`config.mk`:
```
export PLATFORM = sky130hd
export DESIGN_NAME = reg_ctx_mover_flat
export DESIGN_NICKNAME = d
export VERILOG_FILES = /design/src/rtl/reg_ctx_mover_pkg.sv /design/src/rtl/reg_ctx_mover_if.sv /design/src/rtl/reg_ctx_mover_addr_gen.sv /design/src/rtl/reg_ctx_mover.sv /design/src/flat_wrapper.sv
export SDC_FILE = /design/constraint.sdc
export NUM_CORES = 1
export LEC_CHECK = 0
export BUFFER_PORTS_ARGS = -buffer_cell sky130_fd_sc_hd__buf_4
export CAP_MARGIN = 30
export CORE_MARGIN = 5
export CORE_UTILIZATION = 45
export DETAILED_ROUTE_END_ITERATION = 6
export PLACE_DENSITY = 0.88
export SKIP_CTS_REPAIR_TIMING = 1
export SLEW_MARGIN = 20
export SYNTH_ARGS = -nofsm -noshare
export SYNTH_HDL_FRONTEND = slang
export SYNTH_SLANG_ARGS = --single-unit
export TNS_END_PERCENT = 50
```
`constraint.sdc`:
```
create_clock -name CLK -period 2.5 [get_ports CLK]
set_clock_uncertainty 0.15 [all_clocks]
set_input_delay 0.25 -clock CLK [delete_from_list [all_inputs] [get_ports CLK]]
set_output_delay 0.25 -clock CLK [all_outputs]
set_load 0.1 [all_outputs]
```
`src/rtl/reg_ctx_mover_pkg.sv`:
```
// ctx_mover_pkg: shared FSM state enum, transfer-mode constants and special register indices
package ctx_mover_pkg;
  typedef enum logic [2:0] {IDLE, SAVE, RD_ISSUE, RD_DRAIN, DONE} state_t;
  localparam logic MODE_SAVE = 1'b0;
  localparam logic MODE_RESTORE = 1'b1;
  localparam logic [3:0] REG_ZERO = 4'hF;
  localparam logic [3:0] REG_PROT = 4'hE;
endpackage

```
`src/rtl/reg_ctx_mover_if.sv`:
```
// reg_ctx_mover_if: control, register-file and data-memory bus of the context mover; master = mover, slave = core/memory side
interface reg_ctx_mover_if #(parameter int W = 8, D = 4, AW = 8);
  logic Start, Mode, Abort, Busy, Done;
  logic [AW-1:0] BaseAddr, memAddr;
  logic [D-1:0] rfSrc, rfWriteReg;
  logic [W-1:0] rfReadData, rfWriteValue, memWriteData, memReadData;
  logic rfRegWrite, memWriteEn, memReadEn;
  modport master(
    input Start, Mode, BaseAddr, Abort, rfReadData, memReadData,
    output Busy, Done, rfSrc, rfRegWrite, rfWriteReg, rfWriteValue, memAddr, memWriteEn, memWriteData, memReadEn
  );
  modport slave(
    output Start, Mode, BaseAddr, Abort, rfReadData, memReadData,
    input Busy, Done, rfSrc, rfRegWrite, rfWriteReg, rfWriteValue, memAddr, memWriteEn, memWriteData, memReadEn
  );
endinterface

```
`src/rtl/reg_ctx_mover_addr_gen.sv`:
```
// ctx_addr_gen: register index counter and base+offset memory address (ports clk, rst_n, load, inc, base -> idx, addr, first, last)
module ctx_addr_gen #(
  parameter int D = 4,
  parameter int AW = 8,
  parameter int FIRST_REG = 0,
  parameter int LAST_REG = 13
) (
  input  logic          clk,
  input  logic          rst_n,
  input  logic          load,
  input  logic          inc,
  input  logic [AW-1:0] base,
  output logic [D-1:0]  idx,
  output logic [AW-1:0] addr,
  output logic          first,
  output logic          last
);
  logic [AW-1:0] base_q;
  always_ff @(posedge clk or negedge rst_n) begin
    if (!rst_n) begin
      idx <= '0;
      base_q <= '0;
    end else if (load) begin
      idx <= D'(FIRST_REG);
      base_q <= base;
    end else if (inc) begin
      idx <= idx + D'(1);
    end
  end
  assign addr = base_q + AW'(idx - D'(FIRST_REG));
  assign first = idx == D'(FIRST_REG);
  assign last = idx == D'(LAST_REG);
endmodule

```
`src/rtl/reg_ctx_mover.sv`:
```
// reg_ctx_mover: context save/restore FSM streaming the register file to/from data memory (ports CLK, Reset_n, bus = ctrl/RF/mem master)
module reg_ctx_mover import ctx_mover_pkg::*; #(
  parameter int W = 8,
  parameter int D = 4,
  parameter int AW = 8,
  parameter int FIRST_REG = 0,
  parameter int LAST_REG = 13
) (
  input logic CLK,
  input logic Reset_n,
  reg_ctx_mover_if.master bus
);
  state_t state, next;
  logic [D-1:0] idx, wr_idx;
  logic [AW-1:0] addr;
  logic first, last, busy, act, rd_wr, load, inc;
  if (FIRST_REG > LAST_REG || LAST_REG >= 2**D) begin : g_bad_range
    $error("reg_ctx_mover: register range FIRST_REG..LAST_REG invalid");
  end
  ctx_addr_gen #(.D(D), .AW(AW), .FIRST_REG(FIRST_REG), .LAST_REG(LAST_REG)) u_addr (
    .clk(CLK), .rst_n(Reset_n), .load(load), .inc(inc), .base(bus.BaseAddr),
    .idx(idx), .addr(addr), .first(first), .last(last)
  );
  always_ff @(posedge CLK or negedge Reset_n) begin
    if (!Reset_n) state <= IDLE;
    else state <= next;
  end
  always_comb begin
    busy = state == SAVE || state == RD_ISSUE || state == RD_DRAIN;
    act = busy && !bus.Abort;
    // the first issue cycle has no read data yet; the drain cycle writes the last register
    rd_wr = (state == RD_ISSUE && !first) || state == RD_DRAIN;
    wr_idx = state == RD_DRAIN ? idx : idx - D'(1);
    load = state == IDLE && bus.Start && !bus.Abort;
    inc = (state == SAVE || state == RD_ISSUE) && !last && !bus.Abort;
    next = state == DONE ? IDLE
         : bus.Abort ? IDLE
         : state == IDLE ? (bus.Start ? (bus.Mode == MODE_RESTORE ? RD_ISSUE : SAVE) : IDLE)
         : state == RD_DRAIN ? DONE
         : !last ? state
         : state == SAVE ? DONE : RD_DRAIN;
    bus.Busy = busy;
    bus.Done = state == DONE;
    bus.rfSrc = state == SAVE ? idx : '0;
    bus.memWriteEn = state == SAVE && act;
    bus.memWriteData = state == SAVE ? bus.rfReadData : W'(0);
    bus.memReadEn = state == RD_ISSUE && act;
    bus.memAddr = busy ? addr : '0;
    bus.rfRegWrite = rd_wr && act && wr_idx != D'(REG_PROT);
    bus.rfWriteReg = rd_wr ? wr_idx : '0;
    bus.rfWriteValue = rd_wr ? bus.memReadData : W'(0);
  end
endmodule

```
`src/flat_wrapper.sv`:
```
// flat-port wrapper written by rule: the top's interface ports become plain ports
module reg_ctx_mover_flat import ctx_mover_pkg::*;
#(
  parameter int W = 8,
  parameter int D = 4,
  parameter int AW = 8,
  parameter int FIRST_REG = 0,
  parameter int LAST_REG = 13
)
  (CLK, Reset_n, bus_Start, bus_Mode, bus_BaseAddr, bus_Abort, bus_rfReadData, bus_memReadData, bus_Busy, bus_Done, bus_rfSrc, bus_rfRegWrite, bus_rfWriteReg, bus_rfWriteValue, bus_memAddr, bus_memWriteEn, bus_memWriteData, bus_memReadEn);
  reg_ctx_mover_if #(.W(W), .D(D), .AW(AW)) bus_i ();
  input logic CLK;
  input logic Reset_n;
  input wire logic [$bits(bus_i.Start)-1:0] bus_Start;
  input wire logic [$bits(bus_i.Mode)-1:0] bus_Mode;
  input wire logic [$bits(bus_i.BaseAddr)-1:0] bus_BaseAddr;
  input wire logic [$bits(bus_i.Abort)-1:0] bus_Abort;
  input wire logic [$bits(bus_i.rfReadData)-1:0] bus_rfReadData;
  input wire logic [$bits(bus_i.memReadData)-1:0] bus_memReadData;
  output wire logic [$bits(bus_i.Busy)-1:0] bus_Busy;
  output wire logic [$bits(bus_i.Done)-1:0] bus_Done;
  output wire logic [$bits(bus_i.rfSrc)-1:0] bus_rfSrc;
  output wire logic [$bits(bus_i.rfRegWrite)-1:0] bus_rfRegWrite;
  output wire logic [$bits(bus_i.rfWriteReg)-1:0] bus_rfWriteReg;
  output wire logic [$bits(bus_i.rfWriteValue)-1:0] bus_rfWriteValue;
  output wire logic [$bits(bus_i.memAddr)-1:0] bus_memAddr;
  output wire logic [$bits(bus_i.memWriteEn)-1:0] bus_memWriteEn;
  output wire logic [$bits(bus_i.memWriteData)-1:0] bus_memWriteData;
  output wire logic [$bits(bus_i.memReadEn)-1:0] bus_memReadEn;
  assign bus_i.Start = bus_Start;
  assign bus_i.Mode = bus_Mode;
  assign bus_i.BaseAddr = bus_BaseAddr;
  assign bus_i.Abort = bus_Abort;
  assign bus_i.rfReadData = bus_rfReadData;
  assign bus_i.memReadData = bus_memReadData;
  assign bus_Busy = bus_i.Busy;
  assign bus_Done = bus_i.Done;
  assign bus_rfSrc = bus_i.rfSrc;
  assign bus_rfRegWrite = bus_i.rfRegWrite;
  assign bus_rfWriteReg = bus_i.rfWriteReg;
  assign bus_rfWriteValue = bus_i.rfWriteValue;
  assign bus_memAddr = bus_i.memAddr;
  assign bus_memWriteEn = bus_i.memWriteEn;
  assign bus_memWriteData = bus_i.memWriteData;
  assign bus_memReadEn = bus_i.memReadEn;
  reg_ctx_mover #(.W(W), .D(D), .AW(AW), .FIRST_REG(FIRST_REG), .LAST_REG(LAST_REG)) u_core (.CLK(CLK), .Reset_n(Reset_n), .bus(bus_i));
endmodule
```
== Yosys cells after proc, flatten, opt, wreduce, memory -nomap -nowiden ==
Cells that the tools add are included.

* Reduce and logical (&&, ||, !) cells: 20
* Equality and inequality tests: 6
* Mux-type cells: 16
* Add/sub/neg operators: 3

{| class="wikitable"
|+ Operators with widths
! kind !! count
|-
| $mux 8 || 3
|-
| $mux 3 || 7
|-
| $mux 4 || 5
|-
| $logic_and 1x1->1 || 10
|-
| $add 8x4->8 || 1
|-
| $eq 3x2->1 const B || 2
|-
| $reduce_bool 5->1 || 1
|-
| $add 4x1->4 const B || 1
|-
| $eq 4x4->1 const B || 1
|-
| $logic_not 4->1 || 1
|-
| $ne 4x4->1 const B || 1
|-
| $sub 4x1->4 const B || 1
|-
| $eq 3x1->1 const B || 1
|-
| $eq 3x3->1 const B || 1
|-
| $logic_not 1->1 || 3
|-
| $logic_not 3->1 || 1
|-
| $logic_or 1x1->1 || 3
|-
| $mux 2 || 1
|-
| $reduce_bool 2->1 || 1
|}

* Bits of input ports: 29
* Bits in registers: 15
* Output and inout port bits: 37
* Logic and storage cells: 48

== Longest topological paths before layout ==
Gate-level depths: netlist of run 1.

* Depth in word-level cells: 7
* Mapped depth: 6
* Mapped depth without buffers: 6

== By module ==
Synthesis of run 1 repeated with hierarchy kept, for this count alone.

* Cells, all modules: 154
* Area total of the unflattened synthesis: 1,333.8 um2

{| class="wikitable"
|+ By module, submodules not included
! module !! instances !! cells each !! area an instance (um2) !! seq. area each (um2)
|-
| ctx_addr_gen || 1 || 66 || 730.7 || 300.3
|-
| reg_ctx_mover || 1 || 88 || 603.1 || 75.1
|}

== Least setup slack after synthesis of run 1 ==
No wires, ideal clock.

* Path kind: register -> output
* From: reg u_core.state[1]
* To: out bus_memReadEn
* Required time: 2,100 ps
* Arrival time: 3,916 ps
* Stages on the path, launching flop included: 4
* Slack: -1,816 ps
* Path buffers: 2
* Path through: dfrtp_1 -> clkbuf_1 -> clkbuf_1 -> nor4b_1

* Word-level cells in the longest chain between the ends: 5
* Elaborated cells on any way between the ends: 7
* Those cells by class: eq/ne: 3; reduce/logical: 4

{| class="wikitable"
|+ RTL lines
! element !! RTL line !! RTL
|-
| start: declaration || reg_ctx_mover.sv:13 || <nowiki>state_t state, next;</nowiki>
|-
| start signal: assignment || reg_ctx_mover.sv:26 || <nowiki>else state <= next;</nowiki>
|-
| $eq 3x1->1 / $eq 3x2->1 (equally long branches) || reg_ctx_mover.sv:29, reg_ctx_mover.sv:47 ||
|-
| $logic_or 1x1->1 (2 in a row) || reg_ctx_mover.sv:29 || <nowiki>busy = state == SAVE || state == RD_ISSUE || state == RD_DRAIN;</nowiki>
|-
| $logic_and 1x1->1 || reg_ctx_mover.sv:30 || <nowiki>act = busy && !bus.Abort;</nowiki>
|-
| $logic_and 1x1->1 (*) || reg_ctx_mover.sv:47 || <nowiki>bus.memReadEn = state == RD_ISSUE && act;</nowiki>
|-
| end: declaration || flat_wrapper.sv:29 || <nowiki>output wire logic [$bits(bus_i.memReadEn)-1:0] bus_memReadEn;</nowiki>
|}

Mark *: on every way between the ends. The rest lies on a longest branch, timed or not.

== Worst setup path after layout of run 1 ==
* From: reg u_core.u_addr.idx[0]
* To: out bus_memAddr[6]

* Word-level cells in the longest chain between the ends: 2

{| class="wikitable"
|+ RTL lines
! element !! RTL line !! RTL
|-
| start: declaration || reg_ctx_mover_addr_gen.sv:13 || <nowiki>output logic [D-1:0] idx,</nowiki>
|-
| start signal: assignment || reg_ctx_mover_addr_gen.sv:24 || <nowiki>idx <= D'(FIRST_REG);</nowiki>
|-
| start signal: assignment || reg_ctx_mover_addr_gen.sv:27 || <nowiki>idx <= idx + D'(1);</nowiki>
|-
| $add 8x4->8 || reg_ctx_mover_addr_gen.sv:30 || <nowiki>assign addr = base_q + AW'(idx - D'(FIRST_REG));</nowiki>
|-
| $mux 8 || reg_ctx_mover.sv:48 || <nowiki>bus.memAddr = busy ? addr : '0;</nowiki>
|-
| end: declaration || flat_wrapper.sv:26 || <nowiki>output wire logic [$bits(bus_i.memAddr)-1:0] bus_memAddr;</nowiki>
|}

Every way passes these cells.

==> results of run 1 <==
## sequential cells by signal, summed over array words and instances (netlist names)
name and count:
u_core.state 3, u_core.u_addr.idx 4, u_core.u_addr.base_q 8
## power breakdown
| group | switching, mW | total [mW] | leakage [nW] | internal [mW] |
|---|---|---|---|---|
| logic | 0.920 | 1.40 | 0.831 | 0.478 |
| clock network | 0.0717 | 0.134 | 0.0150 | 0.0618 |
| registers | 0.0709 | 0.367 | 0.187 | 0.296 |
## Yosys cell counts, types with 2 or more instances
cell type	instances
nor3_1	4
mux2_1	8
and3_1	12
nand3_1	3
a211oi_1	5
a21o_1	2
clkbuf_1	7
dfrtp_1	15
and2_1	10
nand2_1	6
buf_2	2
o21ai_0	4
xnor2_1	3
nor2_1	23
inv_1	4
or3_1	2
a21oi_1	7
xor2_1	8
ha_1	7
## metrics by stage
stage	worst slack (ps)	hold slack [ps]	power (mW)	cells	instance area (um^2)
after floorplan	-422.5	-195.6	1.304	149	1324
after global placement	121.7	-40.00	1.559	245	1878
after detailed placement	100.0	-37.14	1.583	245	1878
after CTS	-215.1	-337.9	1.717	249	1904
after global routing	-145.5	22.83	1.986	251	2123
final	-82.55	33.30	1.899	251	2123
## kinds of logic after synthesis
family / count (synthesis) / synth area share
and+or+nand+nor: 67 / 0.2870
AOI/OAI and AO/OA: 25 / 0.1282
DFF: 15 / 0.2959
buffers and inverters: 14 / 0.04931
xor gates and xnor gates: 11 / 0.07594
muxes: 9 / 0.07890
adders and majority gates: 8 / 0.08481
## critical path, stage by stage, from the launching register on
cell       delay (ps)
dfrtp_1           450
ha_4              210
fa_2              380
a211o_1           280
o2111ai_2          90
xor2_1            260
nor2_4             60
buf_12            180
## final cells by class
type,count,area share
timing repair buffer,77,0.3329
inverter,4,0.007071
sequential,15,0.1774
tap,31,0.01827
clock buffer,4,0.01237
multi-input combinational,120,0.4520
## per-layer routing
| layer | part of all wire | GRT usage | vias up | routed length (um) |
|---|---|---|---|---|
| met4 | 0.0062 | 0.04244 | 0 | 25 |
| met2 | 0.56 | 0.2987 | 31 | 2236 |
| met1 | 0.40 | 0.2156 | 677 | 1599 |
| met5 | 0 | 0 | - | 0 |
| li1 | - | - | 658 | - |
| met3 | 0.035 | 0.02664 | 2 | 140 |
## worst paths after layout
check | start | endpoint | slack [ps] | depth (start not counted)
worst min-delay path | bus_BaseAddr[1] | u_core.u_addr.base_q[1] | 30 | 2
max in group asynchronous | Reset_n | u_core.u_addr.idx[1] | 1800 | 2
worst max register to register | u_core.state[2] | u_core.u_addr.base_q[4] | 530 | 3
worst max-delay path | u_core.u_addr.idx[0] | bus_memAddr[6] | -80 | 7
worst min register to register | u_core.u_addr.base_q[3] | u_core.u_addr.base_q[3] | 360 | 1
min in group asynchronous | Reset_n | u_core.u_addr.idx[0] | 200 | 2
==> results.tsv, run 1 <==
stage	metric	value	unit
floorplan	num_rows	19	
setup_path	crit_path_start_kind	flop	
synthesis	synthCells	149	
detailed_routing	routedWlPerCell	15.94	um
setup_path	cp-end-kind	primary output	
synthesis	synth_edf_count	0	
detailed_routing	first_iter_violations	35	
placement	place.gp.congestion	0.8013	
cells_and_area	multi_input_area	959.7	um^2
detailed_routing	vias	1368	
floorplan	dieArea	0.003981	mm^2
detailed_routing	route.antenna.remaining_nets	0	
timing	rsz0062_at_grt	true	
global_routing	antenna_found_initial	0	
outcome	status	finished, violations left	
timing	hold_viol	0	
clock_network	clk_pin_slew	90	ps
synthesis	synth_area_leaders	dfrtp_1 30%, mux2_1 7.1%, ha_1 6.9%	
synthesis	yosysUniqueCellTypes	36	
synthesis	syn_nets	186	
cells_and_area	final_cell_mix	61 x buf_4, 19 x nor2_1, 14 x dfrtp_1	
synthesis	ys_ff_latch	15	
floorplan	io_pins	66	
timing	max_slew.worst_pin.slew	557.4	ps
detailed_routing	via_per_inst	5.450	
detailed_routing	drtPass1Iterations	5	
cells_and_area	seq_area	376.6	um^2
synthesis	synth_top_area_frac	0.2959	
timing	post-route-period-util	1.033	
detailed_routing	drc_errors	0	
setup_path	crit_required	2100	ps
synthesis	synth_top_area_cell	dfrtp_1	
synthesis	ys.flop_type	dfrtp_1	
detailed_routing	wl	4.001	mm
timing	finalSetupViolations	4	
clock_network	cts_buffers	3	
cells_and_area	final_common_cell	buf_4	
cells_and_area	drive_above_1_share	0.4955	
placement	place_hpwl	2.886	mm
timing	drv_slew	0	
timing	worst_slack	-82.55	ps
timing	layout_min_cycle_time	2583	ps
cells_and_area	area_growth	67.36	%
synthesis	async_flop_share	1.000	
global_routing	overflow	0	
placement	port-buffer-count	65	
setup_path	arrival	2180	ps
synthesis	avgSynthCellArea	8.515	um^2
power_and_ir_drop	powerDensity	894.2	mW/mm^2
global_routing	track_usage	0.1701	
clock_network	clk_path_buf_depth	2	
floorplan	initial_core_util	0.4641	
power_and_ir_drop	cellLeakagePower	1.033	nW
job	cap_viol_max_count	0	
clock_network	htree_levels	1	
setup_path	critical_path_class	reg -> out	
floorplan	die_h	63.10	um
global_routing	grt_pass1_vias	1298	
timing	fmax	0.3872	GHz
synthesis	ys_seq_area_frac	0.2959	
cells_and_area	nets	258	
synthesis	synth_warnings	0	
timing	relSlewSlack	0.6283	
cells_and_area	fin_util	0.7767	
clock_network	cts_sinks	15	
synthesis	syn_area	0.001269	mm^2
clock_network	cts_tree	yes	
outcome	violations	negative setup slack	
timing	setup_tns	-187.1	ps
clock_network	clockRootBuffer	clkbuf_4	
power_and_ir_drop	irDropWorstVdd	0.0008164	V
cells_and_area	nFillCells	190	
global_routing	grt_pass1_wl	5.706	mm
floorplan	core-area	0.002734	mm^2
floorplan	die_width	63.10	um
global_routing	grt_max_degree	23	
cells_and_area	antenna_cells	0	
clock_network	clock_latency	280	ps
worst_hold_path	worstHoldPathType	in -> reg	
setup_path	critPathMaxFanout	3	
No activity file was read; power rests on OpenSTA's default activity.
==> run 2: changes to the inputs <==
--- a/config.mk
+++ b/config.mk
@@ -7,7 +7,6 @@
 export LEC_CHECK = 0
 export BUFFER_PORTS_ARGS = -buffer_cell sky130_fd_sc_hd__buf_4
 export CAP_MARGIN = 30
-export CORE_MARGIN = 5
 export CORE_UTILIZATION = 45
 export DETAILED_ROUTE_END_ITERATION = 6
 export PLACE_DENSITY = 0.88
==> run 2 against run 1 <==
The flow still finishes with violations (negative setup slack). Flip-flop and latch count stayed put. Maximum frequency shrank 0.56%. Clock-buffer cell count stayed put. Non-clock buffer count grew 9. Via count increased by 6.2%. Worst hold slack worse by 4.4 ps. Combinational power barely moved. Clock power increased by 9%. Final cell count rose by 3.2%. Die area down 24%. Largest power group unchanged.
==> results.tsv, run 2 (synthesis results as in run 1) <==
stage	metric	value	unit
placement	placed_area	0.001862	mm^2
global_routing	grtUsageMet2	0.4759	
cells_and_area	nets	267	
power_and_ir_drop	irDropWorstVdd	0.0009455	V
floorplan	initial_core_util	0.4942	
power_and_ir_drop	fin_total_pwr	1.942	mW
setup_path	critPathMaxFanout	3	
cells_and_area	fin_util	0.8324	
power_and_ir_drop	cellLeakagePower	1.060	nW
placement	port-buffer-count	65	
timing	max_slew.worst_pin.slew	474.1	ps
cells_and_area	largest_register_ff_count	8	
clock_network	cts_buffers	3	
global_routing	grt_pass1_wl	5.685	mm
detailed_routing	first_iter_violations	39	
floorplan	die_width	55.10	um
global_routing	overflow	0	
global_routing	grtUsageMet3	0.03552	
global_routing	antenna_found_initial	0	
global_routing	grt_busiest_layer	met2	
power_and_ir_drop	sw_frac_of_total	0.5661	
power_and_ir_drop	power.internal	0.8428	mW
clock_network	clk_pin_slew	90	ps
placement	place.gp.congestion	0.8582	
placement	place_hpwl	3.125	mm
clock_network	clk_path_buf_depth	2	
outcome	violations	negative setup slack	
global_routing	grt_pass1_vias	1271	
cells_and_area	antenna_cells	0	
cells_and_area	reg_top3	u_core.u_addr.base_q: 8 flops, u_core.u_addr.idx: 4 flops, u_core.state: 3 flops	
timing	worst_slack	-97.08	ps
power_and_ir_drop	powerDensity	908.9	mW/mm^2
detailed_routing	drtPass1Iterations	5	
power_and_ir_drop	p_sw	1.100	mW
floorplan	dieArea	0.003035	mm^2
floorplan	num_rows	18	
clock_network	clockRootBuffer	clkbuf_4	
timing	timing.hold.ws	28.89	ps
timing	setup_tns	-415.0	ps
timing	finalSetupViolations	10	
setup_path	crit_family	adder cells	
setup_path	crit_buf_inv	1	
power_and_ir_drop	clkPwrFrac	0.075	
outcome	status	finished, violations left	
timing	post-route-period-util	1.039	
global_routing	grt_use_met1	0.3231	
cells_and_area	final_common_cell	buf_4	
clock_network	cts_sinks	15	
cells_and_area	area_growth	68.44	%
setup_path	crit_path_start_kind	flop	
timing	rsz0062_at_grt	true	
timing	hold_viol	0	
setup_path	crit_required	2100	ps
cells_and_area	drive_above_1_share	0.5022	
floorplan	core-area	0.002567	mm^2
timing	layout_min_cycle_time	2597	ps
timing	fmax	0.3850	GHz
setup_path	critPathMaxStageDelay	460	ps
power_and_ir_drop	p_comb_frac	0.730	
setup_path	critical_path_class	reg -> out	
floorplan	io_pins	66	
clock_network	clock_latency	290	ps
cells_and_area	final_cell_mix	73 x buf_4, 19 x nor2_1, 13 x dfrtp_1	
global_routing	track_usage	0.2690	
clock_network	cts_tree	yes	
job	cap_viol_max_count	0	
cells_and_area	regMostFlops	u_core.u_addr.base_q	
setup_path	slowest_stage	dfrtp_2	
setup_path	cp-end-kind	primary output	
detailed_routing	via_per_inst	5.610	
timing	drv_slew	0	
detailed_routing	route.antenna.remaining_nets	0	
detailed_routing	wl	4.479	mm
detailed_routing	drc_errors	0	
cells_and_area	design_area	0.002137	mm^2
floorplan	die_h	55.10	um
setup_path	arrival	2200	ps
detailed_routing	vias	1453	
detailed_routing	routedWlPerCell	17.29	um
setup_path	path_cells	ha_4 > fa_2 > a21o_1 > a21oi_2 > xor2_1 > nor2_4 > buf_6	
worst_hold_path	worstHoldPathType	in -> reg	
power_and_ir_drop	power_frac_seq	0.195	
clock_network	htree_levels	1	
global_routing	grt_max_degree	18	
timing	relSlewSlack	0.6829	
[run 2: cell types whose count changed in the layout (fill, tap and decap cells not counted), sizes merged]
cell | before | now
buf | 76 | 85
[run 2: cell type report]
class                           instances  area [um^2]
Multi-Input combinational cell        120        969.7
Timing Repair Buffer                   86        710.7
Fill cell                             134        430.4
Sequential cell                        15        377.9
Tap cell                               30        37.54
Clock buffer                            4        26.28
Inverter                                4        15.01
[run 2: path summary, 6_finish.rpt]
| kind | start | to | slack [ps] | depth (start not counted) |
|---|---|---|---|---|
| worst max-delay path | u_core.u_addr.idx[0] | bus_memAddr[4] | -100 | 7 |
| worst min-delay path | bus_BaseAddr[3] | u_core.u_addr.base_q[3] | 30 | 2 |
| worst max register to register | u_core.state[2] | u_core.u_addr.base_q[0] | 490 | 3 |
| worst min register to register | u_core.u_addr.base_q[3] | u_core.u_addr.base_q[3] | 410 | 1 |
| max in group asynchronous | Reset_n | u_core.u_addr.idx[0] | 1810 | 2 |
| min in group asynchronous | Reset_n | u_core.u_addr.base_q[2] | 200 | 2 |
[run 2: routing by layer]
metal / share of wire / up-vias
met5: 0 / -
met4: 0.024 / 0
met3: 0.043 / 14
met2: 0.55 / 55
met1: 0.38 / 706
li1: - / 678
[run 2: worst register-to-register path: cells and delay by family (launching register included)]
family	cells	cell delay, ps
multiplexers	1	390
AND/OR/NAND/NOR	2	840
flip-flops	1	520
[run 2: power by group through the flow]
stage / Sequential, mW / Combinational, mW / Clock, mW
floorplan: 0.352 / 0.952 / 0
global placement: 0.349 / 1.19 / 0
detailed placement: 0.357 / 1.23 / 0
CTS: 0.352 / 1.24 / 0.144
global route: 0.383 / 1.49 / 0.161
finish: 0.378 / 1.42 / 0.146
[run 2: metrics by stage]
| step | cells | setup slack [ps] |
|---|---|---|
| after floorplan | 149 | -422.5 |
| after global placement | 242 | 124.1 |
| after detailed placement | 242 | 27.19 |
| after CTS | 246 | -300.9 |
| after global routing | 259 | -152.5 |
| final | 259 | -97.08 |
